==> src/rtl/uart_tx.sv <==
// ---------------------------------------------------------------------------
// uart_tx -- serial transmitter. Frame: 1 start bit, DATA_BITS data bits
// sent LSB first, an optional parity bit, then STOP_BITS stop bits.
//
// Build option:
//   UART_TX_PARITY_EN  when defined, a parity bit follows the data bits
//                      (even parity, or odd when PARITY_ODD=1). When it is
//                      undefined, the PARITY state does not exist and
//                      PARITY_ODD has no effect.
//
// Parameters:
//   DATA_BITS   data bits per frame (5..9)
//   STOP_BITS   stop bits per frame (1 or 2)
//   PARITY_ODD  0 = even parity, 1 = odd parity
//
// Ports:
//   clk        sole clock, rising edge
//   rst        asynchronous, active-high reset
//   baud_tick  one-clk pulse per bit period from the baud rate generator
//   tx_valid   tx_data holds a frame payload to send
//   tx_data    frame payload (DATA_BITS)
//   tx_ready   high only while idle; accept happens on tx_valid & tx_ready
//   tx         serial line, idle high (registered)
//   tx_busy    frame in progress (registered)
//   tx_done    one-clk pulse when the last stop bit completes
// ---------------------------------------------------------------------------
module uart_tx #(
  parameter int DATA_BITS  = 8,
  parameter int STOP_BITS  = 1,
  parameter int PARITY_ODD = 0
) (
  input  logic                 clk,
  input  logic                 rst,
  input  logic                 baud_tick,
  input  logic                 tx_valid,
  input  logic [DATA_BITS-1:0] tx_data,
  output logic                 tx_ready,
  output logic                 tx,
  output logic                 tx_busy,
  output logic                 tx_done
);

  localparam int CNT_W = (DATA_BITS > 1) ? $clog2(DATA_BITS) : 1;
  localparam logic [CNT_W-1:0] LAST_BIT  = CNT_W'(DATA_BITS - 1);
  localparam logic             LAST_STOP = 1'(STOP_BITS - 1);

  // Elaboration-time guards on the legal parameter ranges.
  if (DATA_BITS < 5 || DATA_BITS > 9) begin : g_bad_data_bits
    $error("uart_tx: DATA_BITS must be in 5..9");
  end
  if (STOP_BITS != 1 && STOP_BITS != 2) begin : g_bad_stop_bits
    $error("uart_tx: STOP_BITS must be 1 or 2");
  end
  if (PARITY_ODD != 0 && PARITY_ODD != 1) begin : g_bad_parity_odd
    $error("uart_tx: PARITY_ODD must be 0 or 1");
  end

  typedef enum logic [2:0] {
    IDLE,
    SYNC,
    START,
    DATA,
`ifdef UART_TX_PARITY_EN
    PARITY,
`endif
    STOP
  } state_t;

  state_t               state;
  logic [DATA_BITS-1:0] data_reg;
  logic [CNT_W-1:0]     bit_cnt;
  logic                 stop_cnt;

  // tx/tx_ready/tx_busy are loaded together with every state change so
  // they always match the registered state, with no input-to-output path.
  always_ff @(posedge clk or posedge rst) begin
    if (rst) begin
      state    <= IDLE;
      data_reg <= '0;
      bit_cnt  <= '0;
      stop_cnt <= 1'b0;
      tx       <= 1'b1;
      tx_ready <= 1'b1;
      tx_busy  <= 1'b0;
      tx_done  <= 1'b0;
    end else begin
      tx_done <= 1'b0;
      case (state)
        IDLE: begin
          // A baud_tick coinciding with the accept is deliberately ignored:
          // SYNC waits for the next tick so the start bit is a full period.
          if (tx_valid) begin
            data_reg <= tx_data;
            state    <= SYNC;
            tx_ready <= 1'b0;
            tx_busy  <= 1'b1;
          end
        end

        SYNC: begin
          if (baud_tick) begin
            tx    <= 1'b0;
            state <= START;
          end
        end

        START: begin
          if (baud_tick) begin
            tx      <= data_reg[0];
            bit_cnt <= '0;
            state   <= DATA;
          end
        end

        DATA: begin
          if (baud_tick) begin
            if (bit_cnt == LAST_BIT) begin
`ifdef UART_TX_PARITY_EN
              tx    <= (^data_reg) ^ 1'(PARITY_ODD);
              state <= PARITY;
`else
              tx       <= 1'b1;
              stop_cnt <= 1'b0;
              state    <= STOP;
`endif
            end else begin
              // bit_cnt stops at LAST_BIT, so it never wraps within a frame.
              bit_cnt <= bit_cnt + 1'b1;
              tx      <= data_reg[bit_cnt + 1'b1];
            end
          end
        end

`ifdef UART_TX_PARITY_EN
        PARITY: begin
          if (baud_tick) begin
            tx       <= 1'b1;
            stop_cnt <= 1'b0;
            state    <= STOP;
          end
        end
`endif

        STOP: begin
          if (baud_tick) begin
            if (stop_cnt == LAST_STOP) begin
              state    <= IDLE;
              tx_done  <= 1'b1;
              tx_ready <= 1'b1;
              tx_busy  <= 1'b0;
            end else begin
              stop_cnt <= 1'b1;
            end
          end
        end

        default: begin
          state    <= IDLE;
          tx       <= 1'b1;
          tx_ready <= 1'b1;
          tx_busy  <= 1'b0;
        end
      endcase
    end
  end

endmodule
==> config.mk <==
export PLATFORM = sky130hd
export DESIGN_NAME = uart_tx
export DESIGN_NICKNAME = d
export VERILOG_FILES = /design/src/rtl/uart_tx.sv
export SDC_FILE = /design/constraint.sdc
export NUM_CORES = 1
export LEC_CHECK = 0
export BUFFER_PORTS_ARGS = -buffer_cell sky130_fd_sc_hd__buf_2
export CAP_MARGIN = 10
export CELL_PAD_IN_SITES_DETAIL_PLACEMENT = 1
export CELL_PAD_IN_SITES_GLOBAL_PLACEMENT = 1
export CORE_ASPECT_RATIO = 1.1
export CORE_MARGIN = 4
export CORE_UTILIZATION = 42
export CTS_CLUSTER_DIAMETER = 30
export DETAILED_ROUTE_END_ITERATION = 8
export PLACE_DENSITY_LB_ADDON = 0.1
export SETUP_SLACK_MARGIN = 0.15
export SLEW_MARGIN = 20
export SYNTH_ARGS = -nofsm -noshare
export SYNTH_HDL_FRONTEND = slang
export SYNTH_SLANG_ARGS = --single-unit
==> constraint.sdc <==
create_clock -name clk -period 2.3 [get_ports clk]
set_input_delay 0.115 -clock clk [delete_from_list [all_inputs] [get_ports clk]]
set_output_delay 0.115 -clock clk [all_outputs]
set_load 0.01 [all_outputs]
==> metrics.md <==
| Metric | Value |
|---|---|
| Total Negative Setup Slacks | `0 ns` |
| FF-to-FF End | `tx$_DFFE_PP1P_` |
| Sequential standard cell area | `453 µm²` |
| Cell accounting for the most synthesized area | `dfrtp_1` |
| Achievable clock frequency | `530 MHz` |
| Net switching share of the total power | `33.6%` |
| Total of cells resized after clock tree synthesis | `0` |
| Post-CTS Repair Setup Buffers | `0` |
| Buffer type at the clock tree root | `clkbuf_4` |
| Placer's final routability congestion estimate | `0.694` |
| Switching power summed over all nets | `0.398 mW` |
| Proportion of power drawn by combinational gates | `35.7%` |
| Overall power after layout | `1.18 mW` |
| Total number of yosys warnings | `0` |
| Site row count | `17` |
| I/O Buffers | `15` |
| Type of the most critical hold path | `input port to flop` |
| Maximum ir drop on the vdd rail | `0.578 mV` |
| Launching instance or port of the critical path | `bit_cnt[0]$_DFFE_PP0P_` |
| Final wirelength | `1.74 mm` |
| Post-synth top flop | `dfrtp_1` |
| Crit Path Max Fanout | `6` |
| Post-synth EDFFs | `0` |
| H-tree depth | `1` |
| Total routing usage reported by global routing | `14.3%` |
| Net Count, Synth | `91` |
| Critical hold path startpoint | `tx_data[1]` |
| Remaining max-slew budget at the tightest pin | `53.1%` |
| Initial Util | `44.3%` |
| X dimension of the die | `52.0 µm` |
| Boundary Pins | `16` |
| Area overhead of the layout relative to synthesis | `14.4%` |
| Number of max-slew violations in the final report | `0` |
| Top post-synthesis cells by area | `dfrtp_1, mux2_1, dfstp_2, a22o_1, a21oi_1` |
| Multi-input gate area in the final layout | `399 µm²` |
| Launch point of the worst reg-to-reg path | `bit_cnt[0]$_DFFE_PP0P_` |
| Leakage | `0.485 nW` |
| Fraction of synthesis flops using an asynchronous set or reset pin | `100%` |
| Routed via count | `641` |
| Largest net degree at the start of global routing | `19` |
| Final count of hold timing violations | `0` |
| DIE AREA | `2930 µm²` |
| Average routed wire per standard cell | `14.4 µm` |
| Max FFs per register | `8` |
| First-pass GRT wire length | `3.15 mm` |
| Post-route ant nets | `0` |
| Critical Path End | `tx$_DFFE_PP1P_` |
| Cell count after synthesis | `77` |
| Critical path class | `flop to flop` |
| Count of state elements after synthesis | `18` |
| Total CTS buffers | `3` |
| Unrepaired setup endpoints after global routing | `false` |
| Share of cells above drive strength 1 | `29.0%` |
| Cell with the most instances after synthesis | `dfrtp_1` |
| Power per cell area | `1160 nW/µm²` |
| Hold-fix buffers, CTS | `1` |
| Placeable core area | `2020 µm²` |
| Final HPWL DP | `1.30 mm` |
| Clock transition at the registers of the reported paths | `0.10 ns` |
| Vias per Instance | `5.30` |
| Number of remaining DRC errors | `0` |
| Worst-skew pair later-pin latency | `0.29 ns` |
| Number of distinct standard cells referenced by the synthesized netlist | `30` |
| Cell area after synthesis | `895 µm²` |
| Via count of the first global-routing pass | `701` |
| Sequential share of the synthesized area | `50.6%` |
| Die H | `56.4 µm` |
| Reg-to-reg setup timing slack | `0.41 ns` |
| Run status | `completed` |
| Worst Setup End Kind | `flop` |
| Period minus WS final | `1.89 ns` |
| Maximum clock skew at final layout | `0.00120 ns` |
| Initial antenna violation count | `0` |
| Number of sinks on the clock net | `18` |
| Most numerous cell types in the synthesized netlist | `dfrtp_1, mux2_1, nor2_1` |
| Max Buffers Root-to-Sink | `2` |
| Clock tree from TritonCTS | `built` |
| Setup Viol. Count Final | `0` |
| Filler instances | `236` |
| Data required time at the worst endpoint | `2.53 ns` |
| 1st-pass router iterations | `4` |
| Period utilization | `82.0%` |
| Overflow left after global routing | `0` |
| Sequential Power Share | `47.9%` |
| Antenna cells | `0` |
| Max-Cap Viols | `0` |
| Clock power frac | `16.4%` |
| Reg2Reg Depth | `6` |
| Transition time of the tightest slew-check pin | `0.703 ns` |
| Area share of the leading cell type in the synthesized netlist | `44.8%` |
| Internal power contribution | `0.786 mW` |
| Data arrival time of the critical path | `2.12 ns` |
| Post-synthesis average cell area | `11.6 µm²` |
| Critical Path Start Type | `flop` |
| Initial DRC Count | `1` |
| # nets final | `108` |
layout by cell type (no fill, tap or decap), drive strengths merged:
cell	synthesis	final
nor2b	2	2
buf	4	15
dlygate4sd3	0	1
dfstp	2	2
and3	3	3
nor4	1	1
a211oi	1	1
or3	1	1
nand2	2	2
o22ai	1	1
ha	2	2
o211ai	1	1
mux4	1	1
nand3b	1	1
inv	4	4
a21oi	5	5
mux2	10	10
nand4	1	1
nor2	7	7
mux2i	1	1
clkbuf	0	4
nor3	1	1
dfrtp	16	16
o22a	1	1
nor3b	2	2
a21boi	1	1
o21ai	1	1
a22o	5	5
power by group through the flow:
stage / clock (mW) / combinational (mW) / sequential [mW]
after floorplan: 0 / 0.373 / 0.525
after global placement: 0 / 0.413 / 0.568
after detailed placement: 0 / 0.427 / 0.574
after CTS: 0.203 / 0.432 / 0.570
after global routing: 0.223 / 0.481 / 0.593
final: 0.194 / 0.423 / 0.567
per-stage QoR:
stage / std cells / worst slack [ns] / hold slack (ns) / instance area (µm²) / util (%)
2_1_floorplan: 77 / 0.520 / 0.0521 / 895 / -
3_3_place_gp: 116 / 0.464 / 0.249 / 977 / 48.4
3_5_place_dp: 116 / 0.403 / 0.252 / 977 / 48.4
4_1_cts: 121 / 0.397 / 0.0216 / 1020 / 50.7
5_1_grt: 121 / 0.262 / 0.000976 / 1020 / 50.7
6_report: 121 / 0.413 / 0.0338 / 1020 / 50.7
cell type report:
class                   count  area share [%]
flip-flops and latches     18            44.3
multi-input cells          51            39.0
repair buffers             16            8.31
clock buffers               4            3.55
well taps                  28            3.42
inverters                   4            1.47
cell families after synthesis:
group | count (synthesis) | share of synthesized area (%)
adders and majority gates | 2 | 2.80
muxes | 12 | 16.2
AOI/OAI and AO/OA | 16 | 12.4
and+or+nand+nor | 21 | 13.1
buffers and inverters | 8 | 4.75
DFF | 18 | 50.6
routing by layer:
| metal | wire length, µm | track usage (%) | vias up |
|---|---|---|---|
| met3 | 52 | 5.57 | 2 |
| met4 | 14 | 2.25 | 0 |
| met5 | 0 | 0 | - |
| li1 | - | - | 314 |
| met1 | 797 | 18.1 | 315 |
| met2 | 875 | 23.3 | 10 |
worst min path at each step:
| stage | cells past startpoint | slack (ns) | end |
|---|---|---|---|
| 5_1_grt | 2 | 0.001 | data_reg[0]$_DFFE_PP0P_ |
| 4_1_cts | 2 | 0.02 | data_reg[1]$_DFFE_PP0P_ |
| 3_3_place_gp | 2 | 0.25 | tx_busy$_DFFE_PP0P_ |
| 3_5_place_dp | 2 | 0.25 | data_reg[0]$_DFFE_PP0P_ |
| 2_1_floorplan | 1 | 0.05 | bit_cnt[0]$_DFFE_PP0P_ |
| 6_report | 2 | 0.03 | data_reg[1]$_DFFE_PP0P_ |
critical path, cell delays in order (launching register included):
cell and delay, ns:
dfrtp_1 0.45, ha_1 0.22, ha_1 0.35, mux4_2 0.50
nor2_1 0.10, nor4_1 0.05, o22a_1 0.15
Note: power is estimated with default switching activity, not from simulation.
